`src/rtl/rv_pkg.sv`:
```
// Shared RISC-V front-end definitions: datapath widths, canonical NOP,
// default reset vector and the {pc, inst} record carried by the fetch FIFO.
package rv_pkg;

    localparam int XLEN = 32;
    localparam int ILEN = 32;

    localparam logic [XLEN-1:0] RV_NOP      = 32'h0000_0013;
    localparam logic [XLEN-1:0] RV_RESET_PC = 32'h0000_0000;

    typedef struct packed {
        logic [XLEN-1:0] pc;
        logic [ILEN-1:0] inst;
    } fetch_entry_t;

endpackage

```
`src/rtl/fetch_fifo.sv`:
```
// Small synchronous FIFO of fetch_entry_t records. The head is registered so
// it stays at its last value while the FIFO is empty, and flush empties the
// FIFO in one cycle without touching the storage.
module fetch_fifo
    import rv_pkg::*;
#(
    parameter  int DEPTH = 2,
    localparam int AW    = $clog2(DEPTH),
    localparam int CW    = AW + 1
) (
    input  logic         clk,
    input  logic         rst_n,
    input  logic         push,
    input  fetch_entry_t push_data,
    input  logic         pop,
    input  logic         flush,
    output logic [CW-1:0] count,
    output fetch_entry_t head
);

    fetch_entry_t  mem_q [DEPTH];
    fetch_entry_t  mem_d [DEPTH];
    logic [AW-1:0] wr_ptr_q, wr_ptr_d;
    logic [AW-1:0] rd_ptr_q, rd_ptr_d;
    logic [CW-1:0] count_q, count_d;
    fetch_entry_t  head_q, head_d;

    // Next-state for pointers, occupancy, storage and the registered head entry.
    always_comb begin
        mem_d    = mem_q;
        wr_ptr_d = wr_ptr_q;
        rd_ptr_d = rd_ptr_q;
        count_d  = count_q;
        head_d   = head_q;
        if (flush) begin
            wr_ptr_d = '0;
            rd_ptr_d = '0;
            count_d  = '0;
        end else begin
            if (push) begin
                mem_d[wr_ptr_q] = push_data;
                wr_ptr_d        = wr_ptr_q + AW'(1);
            end
            if (pop) begin
                rd_ptr_d = rd_ptr_q + AW'(1);
            end
            count_d = count_q + CW'(push) - CW'(pop);
            if (count_d != '0) begin
                // A push landing in the slot that becomes the head bypasses storage.
                head_d = (push && (wr_ptr_q == rd_ptr_d)) ? push_data : mem_q[rd_ptr_d];
            end
        end
    end

    // State registers; reset clears storage so the head reads as zero.
    always_ff @(posedge clk or negedge rst_n) begin
        if (!rst_n) begin
            for (int i = 0; i < DEPTH; i++) begin
                mem_q[i] <= '0;
            end
            wr_ptr_q <= '0;
            rd_ptr_q <= '0;
            count_q  <= '0;
            head_q   <= '0;
        end else begin
            mem_q    <= mem_d;
            wr_ptr_q <= wr_ptr_d;
            rd_ptr_q <= rd_ptr_d;
            count_q  <= count_d;
            head_q   <= head_d;
        end
    end

    assign count = count_q;
    assign head  = head_q;

endmodule

```
`src/rtl/fetch_unit.sv`:
```
// Instruction fetch stage: issues sequential addresses to a 1-cycle imem,
// captures responses into fetch_fifo and hands them to decode over
// valid/ready. A redirect flushes the FIFO and drops the in-flight read.
// Optional feature macro: FETCH_PERF_EN adds perf_fetched / perf_bubbles.
module fetch_unit
    import rv_pkg::*;
#(
    parameter logic [XLEN-1:0] RESET_PC   = RV_RESET_PC,
    parameter int              FIFO_DEPTH = 2
) (
    input  logic            clk,
    input  logic            rst_n,
    output logic [XLEN-1:0] imem_addr,
    input  logic [ILEN-1:0] imem_q,
    input  logic            redirect_valid,
    input  logic [XLEN-1:0] redirect_pc,
    output logic            inst_valid,
    input  logic            inst_ready,
    output logic [ILEN-1:0] inst,
    output logic [XLEN-1:0] inst_pc
`ifdef FETCH_PERF_EN
    ,
    output logic [31:0]     perf_fetched,
    output logic [31:0]     perf_bubbles
`endif
);

    localparam int CW = $clog2(FIFO_DEPTH) + 1;

    logic [XLEN-1:0] fetch_pc_q, fetch_pc_d;
    logic            inflight_q, inflight_d;
    logic [XLEN-1:0] inflight_pc_q, inflight_pc_d;

    logic [CW-1:0]   fifo_count;
    fetch_entry_t    fifo_head;
    fetch_entry_t    push_entry;
    logic            deq;
    logic            issue;
    logic            push;
    logic [CW:0]     occupancy;

    assign inst_valid = (fifo_count != '0);
    assign deq        = inst_valid && inst_ready;
    assign occupancy  = {1'b0, fifo_count} + (CW+1)'(inflight_q) - (CW+1)'(deq);
    assign issue      = !redirect_valid && (occupancy < (CW+1)'(FIFO_DEPTH));
    assign push       = inflight_q && !redirect_valid;
    assign push_entry = '{pc: inflight_pc_q, inst: imem_q};

    // Fetch address / in-flight tracking; redirect overrides any issue.
    always_comb begin
        fetch_pc_d    = fetch_pc_q;
        inflight_d    = 1'b0;
        inflight_pc_d = inflight_pc_q;
        if (redirect_valid) begin
            fetch_pc_d = redirect_pc & ~32'd3;
        end else if (issue) begin
            inflight_d    = 1'b1;
            inflight_pc_d = fetch_pc_q;
            fetch_pc_d    = fetch_pc_q + 32'd4;
        end
    end

    // Fetch-side registers.
    always_ff @(posedge clk or negedge rst_n) begin
        if (!rst_n) begin
            fetch_pc_q    <= RESET_PC;
            inflight_q    <= 1'b0;
            inflight_pc_q <= '0;
        end else begin
            fetch_pc_q    <= fetch_pc_d;
            inflight_q    <= inflight_d;
            inflight_pc_q <= inflight_pc_d;
        end
    end

    fetch_fifo #(
        .DEPTH (FIFO_DEPTH)
    ) u_fifo (
        .clk       (clk),
        .rst_n     (rst_n),
        .push      (push),
        .push_data (push_entry),
        .pop       (deq),
        .flush     (redirect_valid),
        .count     (fifo_count),
        .head      (fifo_head)
    );

    assign imem_addr = fetch_pc_q;
    assign inst      = fifo_head.inst;
    assign inst_pc   = fifo_head.pc;

`ifdef FETCH_PERF_EN
    logic [31:0] perf_fetched_q, perf_fetched_d;
    logic [31:0] perf_bubbles_q, perf_bubbles_d;

    // Count accepted instructions and cycles where decode waited on fetch.
    always_comb begin
        perf_fetched_d = perf_fetched_q + 32'(deq);
        perf_bubbles_d = perf_bubbles_q + 32'(inst_ready && !inst_valid);
    end

    // Performance counter registers, cleared only by reset.
    always_ff @(posedge clk or negedge rst_n) begin
        if (!rst_n) begin
            perf_fetched_q <= '0;
            perf_bubbles_q <= '0;
        end else begin
            perf_fetched_q <= perf_fetched_d;
            perf_bubbles_q <= perf_bubbles_d;
        end
    end

    assign perf_fetched = perf_fetched_q;
    assign perf_bubbles = perf_bubbles_q;
`endif

endmodule
```
`config.mk`:
```
export PLATFORM = sky130hd
export DESIGN_NAME = fetch_unit
export DESIGN_NICKNAME = d
export VERILOG_FILES = /design/src/rtl/rv_pkg.sv /design/src/rtl/fetch_fifo.sv /design/src/rtl/fetch_unit.sv
export SDC_FILE = /design/constraint.sdc
export NUM_CORES = 1
export LEC_CHECK = 0
export ABC_AREA = 1
export CORE_MARGIN = 3
export CORE_UTILIZATION = 50
export CTS_CLUSTER_SIZE = 8
export DETAILED_ROUTE_END_ITERATION = 8
export MAX_ROUTING_LAYER = met4
export PLACE_DENSITY = 0.73
export SETUP_SLACK_MARGIN = 0.2
export SYNTH_ARGS = -nofsm -noshare
export SYNTH_HDL_FRONTEND = slang
export SYNTH_HIERARCHICAL = 1
export SYNTH_SLANG_ARGS = --single-unit
```
`constraint.sdc`:
```
create_clock -name clk -period 3.2 [get_ports clk]
set_input_delay 0.32 -clock clk [delete_from_list [all_inputs] [get_ports clk]]
set_output_delay 0.32 -clock clk [all_outputs]
set_load 0.1 [all_outputs]
```
### After elaboration in Yosys (flattened, before gate mapping)

Cells that the tools add are included.

| word-level totals | value |
|---|---|
| bits of input ports | 68 |
| output and inout bits | 97 |
| logic and storage cells | 57 |
| flip-flop bits (word level) | 261 |

| cells by class | value |
|---|---|
| reductions and logical operators | 13 |
| bitwise operators | 3 |
| add/subtract/negate cells | 7 |
| order comparisons | 4 |
| mux-type cells | 17 |
| equality and inequality tests | 1 |

Operators by type and width:

| kind | number |
|---|---|
| $mux 64 | 5 |
| $bwmux 128 | 1 |
| $demux 64 s1 | 1 |
| $mux 32 | 2 |
| $add 32x3->32 const B | 1 |
| $reduce_bool 2->1 | 4 |
| $mux 1 | 7 |
| $reduce_and 2->1 | 3 |
| $logic_and 1x1->1 | 5 |
| $ge 2x2->1 const B | 2 |
| $not 1->2 | 2 |
| $add 2x1->3 | 1 |
| $lt 3x2->1 const B | 1 |
| $sub 3x1->3 | 1 |
| $add 1x1->1 const B | 2 |
| $add 2x1->2 | 1 |
| $lt 2x1->1 const B | 1 |
| $mux 2 | 1 |
| $sub 2x1->2 | 1 |
| $eq 1x1->1 | 1 |
| $logic_not 1->1 | 1 |
| $not 1->1 | 1 |

### Depth between registers and ports, before layout

| depth | value |
|---|---|
| word-level depth | 9 |
| depth in mapped cells | 13 |
| depth with buffers taken out | 13 |

### By module

Netlist, hierarchy kept.

By module, submodules not included:

| module | area each (um^2) | times used | cells each |
|---|---|---|---|
| fetch_fifo | 9630.5 | 1 | 1279 |
| fetch_unit | 3435.8 | 1 | 455 |

### Worst setup path before layout

No wires, ideal clock.

| timing path | value |
|---|---|
| kind | register -> register |
| start | reg u_fifo.count_q[1] (netlist: u_fifo/count[1]) |
| end | reg fetch_pc_q[29] (netlist: imem_addr[29]) |
| data arrival time | 2.152 ns |
| path slack | 0.921 ns |
| cell stages (with the launch flop) | 12 |
| path through | dfrtp_1 > o21a_1 > ha_1 > nor2_1 > fa_1 > inv_1 > nand3_1 > nand2_1 > buf_4 > buf_4 > o21ai_0 > nand3b_1 |

| between the ends | value |
|---|---|
| cells in the longest elaborated chain, start to end | 6 |
| elaborated cells between the ends (all ways) | 7 |

RTL lines:

| what | RTL line | source |
|---|---|---|
| start: declaration | fetch_fifo.sv:25 | `logic [CW-1:0] count_q, count_d;` |
| start signal: assignment | fetch_fifo.sv:69 | `count_q <= count_d;` |
| $reduce_bool 2->1 | fetch_unit.sv:42 | `assign inst_valid = (fifo_count != '0);` |
| $logic_and 1x1->1 | fetch_unit.sv:43 | `assign deq = inst_valid && inst_ready;` |
| via deq | fetch_unit.sv:37 | `logic deq;` |
| $sub 3x1->3 | fetch_unit.sv:44 | `assign occupancy = {1'b0, fifo_count} + (CW+1)'(inflight_q) - (CW+1)'(deq);` |
| $lt 3x2->1 | fetch_unit.sv:45 | `assign issue = !redirect_valid && (occupancy < (CW+1)'(FIFO_DEPTH));` |
| $logic_and 1x1->1 | fetch_unit.sv:45 |  |
| $reduce_bool 2->1 (no line) | - |  |
| end signal: assignment | fetch_unit.sv:70 | `fetch_pc_q <= fetch_pc_d;` |
| end: declaration | fetch_unit.sv:30 | `logic [XLEN-1:0] fetch_pc_q, fetch_pc_d;` |

The timed path passes the listed nets, and every way through them passes these cells.
A chain may end at the register's enable or synchronous reset.

### Final worst setup path

| timing path | value |
|---|---|
| start | reg u_fifo.count_q[1] (netlist: u_fifo/count[1]) |
| end | reg fetch_pc_q[10] (netlist: imem_addr[10]) |

Same word-level chain as after synthesis.

==> metrics.sh <==
AREA_DELTA_SYNTH_FINAL_PCT=21.7
FMAXACHIEVABLE_MHz=397
WHS_NS=0.395
TOTALNEGATIVESETUPSLACK_NS=0
TIGHTESTPINTRANSITION_NS=0.994
SYNTH_AREA_LEADER_CELL='sky130_fd_sc_hd__dfrtp_1'
FINISH.NET_COUNT=1936
SYNTH-SEQ-CELLS=257
CAP_VIOL_MAX_COUNT=0
CTSLONGESTPATHBUFFERS=3
NETLIST_TOP_CELLS_COUNT='596 x sky130_fd_sc_hd__nand2_1, 257 x sky130_fd_sc_hd__dfrtp_1, 249 x sky130_fd_sc_hd__inv_1, 159 x sky130_fd_sc_hd__nand3_1, 87 x sky130_fd_sc_hd__o21ai_0'
CORE-AREA_SQ_UM=25400
YOSYSSEQAREASHARE=0.492
CTS_HTREE_LEVELS=2
CLKLATENCYLATEPIN_NS=0.51
LAYOUT_CELL_SHARE_WITH_DRIVE_STRENGTH_BEYOND_1=0.0686
DRC_VIOLATIONS=0
FINALWIRELENGTH_MM=33.4
MAPPEDNETLISTAREA_SQ_UM=13100
FINAL_ANTENNA_NET_COUNT=0
CP_CAPTURE_TYPE='flop'
SETUP_VIOL=0
DIE_HEIGHT_UM=168
SYNTH_AREA_LEADERS='sky130_fd_sc_hd__dfrtp_1 49%, sky130_fd_sc_hd__nand2_1 17%, sky130_fd_sc_hd__inv_1 7.2%, sky130_fd_sc_hd__nand3_1 6.1%, sky130_fd_sc_hd__nand4_1 3.9%'
ROOT_BUFFER='sky130_fd_sc_hd__clkbuf_16'
ROUTE.VIAS.TOTAL=11500
CRITPATHKIND='flop to flop'
POST_DRT_WL_PER_CELL_UM=15.2
DR.PASS1.ITERS=7
SYNTH_TOP_AREA_SHARE=0.492
UNREPAIRED_SETUP_ENDPOINTS_AFTER_GLOBAL_ROUTING='no'
DIE_W_UM=168
CTS_RESIZED=0
YOSYS.CELL_COUNT.TOP_TYPE='sky130_fd_sc_hd__nand2_1'
GRT_UTIL_ALL_LAYERS=0.245
DIEAREA_SQ_UM=28100
TIMING.FINAL.HOLD_VIOLATIONS=0
MIN_PATH_TYPE='input pin to flop'
INITIAL_CORE_UTIL=0.514
PLACE_INST=2152
SYNTHESIZED_INSTANCE_COUNT=1734
POSTSYNTHAREAPERCELL_SQ_UM=7.54
ROUTE.DETAILED.VIAS_PER_INST=5.23
SYNTH_EDF_COUNT=0
WORST_SLEW_MARGIN_REL=0.335
YOSYSWARNINGCOUNT=6
SYNTH_FLOP_CELL='sky130_fd_sc_hd__dfrtp_1'
YS_ASYNC_SR_FRACTION=1.00
NUMCTSBUFFERS=38
FLOORPLAN.IO_PINS=165
FIRST_GLOBAL_VIAS=11200
LAYOUTNONFILLERINSTCOUNT=2196
CLOCK-SKEW-FINAL_NS=0.0121
PERIOD_NEEDED_NS=2.52
DETAILED_PLACE_HPWL_MM=21.0
POST_CTS_SETUP_REPAIR_BUFS=0
N_ANTENNA_CELL=0
GP_ROUTABILITY_CONGESTION=0.941
POST_SYNTH_NUM_CELL_TYPES=34
START_KIND='flop'
GRT-OVFL-TOTAL=0
CLOCK_TREE_FROM_TRITONCTS='yes'
PATH_MAX_FANOUT=12
ARRIVAL_NS=2.90
CLKSLEWWORSTSETUPHOLDPATHS_NS=0.05
FINAL-MAX-SLEW-VIOLATION-COUNT=0
DRT_ITER0_MARKERS=1016
WORST_EP_REQUIRED_TIME_NS=3.58
GLOBAL_ROUTE_WIRE_LENGTH_BEFORE_REPAIR_MM=55.9
GRT_MAX_DEGREE=97
CTS_HOLD_BUF=1
TOTAL_NUMBER_OF_PLACEMENT_ROWS=58
ANTENNA_FOUND_INITIAL=0
PORT_BUFFERS=160
MIN_PERIOD_OVER_PERIOD=0.788
CLOCK_SINK_COUNT=257
OUTCOME='finished, final reports clean'
==> per-layer routing <==
layer | GRT usage | part of all wire | up-vias
met5 | - | 0 | -
met4 | 0.0708 | 0.017 | 0
met3 | 0.0378 | 0.064 | 50
met2 | 0.385 | 0.46 | 419
met1 | 0.334 | 0.45 | 5332
li1 | - | - | 5693
==> flip-flops by register name, summed over array words and instances (netlist names) <==
register         flops
inflight_q           1
inflight_pc_q       30
u_fifo/count         2
u_fifo/head         64
u_fifo/wr_ptr_q      1
imem_addr           30
u_fifo/mem_q       128
u_fifo/rd_ptr_q      1
==> layout by cell type (no fill, tap or decap), drive strengths merged, types with 2 or more instances in the layout <==
cell type,count
nor2,51
xor2,4
clkdlybuf4s50,143
clkinv,2
o21ai,173
nand3b,11
conb,4
ha,4
a21oi,3
nand4,81
inv,254
clkbuf,42
nor3,6
nand3,166
buf,50
o211ai,4
o21a,2
o221ai,2
dfrtp,257
nand2,602
==> worst max-delay path: stages (launching register included) <==
cell                       delay (ns)
sky130_fd_sc_hd__dfrtp_1         0.43
sky130_fd_sc_hd__o21a_1          0.28
sky130_fd_sc_hd__ha_1            0.29
sky130_fd_sc_hd__nor2_1          0.13
sky130_fd_sc_hd__fa_1            0.41
sky130_fd_sc_hd__inv_1           0.09
sky130_fd_sc_hd__nand3_1         0.13
sky130_fd_sc_hd__nand2_1         0.12
sky130_fd_sc_hd__inv_1           0.21
sky130_fd_sc_hd__nand2_1         0.12
sky130_fd_sc_hd__nand2_1         0.05
sky130_fd_sc_hd__o21bai_1        0.14
==> cells by family (layout without fill, tap and decap cells) <==
logic type,Yosys count,count (layout),synth area share
AND/OR/NAND/NOR,917,917,0.309
adder cells (fa/ha/maj),5,5,0.00536
flip-flops,257,257,0.492
other,1,4,0.000287
XOR/XNOR,5,5,0.00335
buffers and inverters,363,492,0.117
AO/OA/AOI/OAI,186,186,0.0733
==> final cells by class <==
class	count	area [sq um]
Clock buffer	42	1030
Tap cell	330	413
Inverter	255	957
Sequential cell	257	6430
Clock inverter	1	8.76
Multi-Input combinational cell	1117	5160
Fill cell	2175	9500
Timing Repair Buffer	194	1900
==> metrics by stage <==
stage / worst slack, ns / util / instance area (sq um)
after floorplan: 0.921 / - / 13100
after global placement: 0.340 / 0.585 / 14900
after detailed placement: 0.286 / 0.585 / 14900
after CTS: 0.680 / 0.626 / 15900
after global routing: 0.426 / 0.626 / 15900
final: 0.679 / 0.626 / 15900
==> worst paths after layout <==
kind | from | end | slack (ns) | cells after the start
setup / recovery | u_fifo/count[1] | imem_addr[10] | 0.68 | 11
hold / removal | redirect_pc[14] | imem_addr[14] | 0.40 | 3
setup reg to reg | u_fifo/count[1] | imem_addr[10] | 0.68 | 11
hold reg to reg | u_fifo/mem_q[98] | u_fifo/mem_q[98] | 0.48 | 2
max in group asynchronous | rst_n | u_fifo/mem_q[121] | 1.92 | 3
min in group asynchronous | rst_n | u_fifo/head[10] | 0.42 | 2
Power is not shown: default switching activity piles up to over one toggle a cycle in this logic, so the estimate is an artifact.
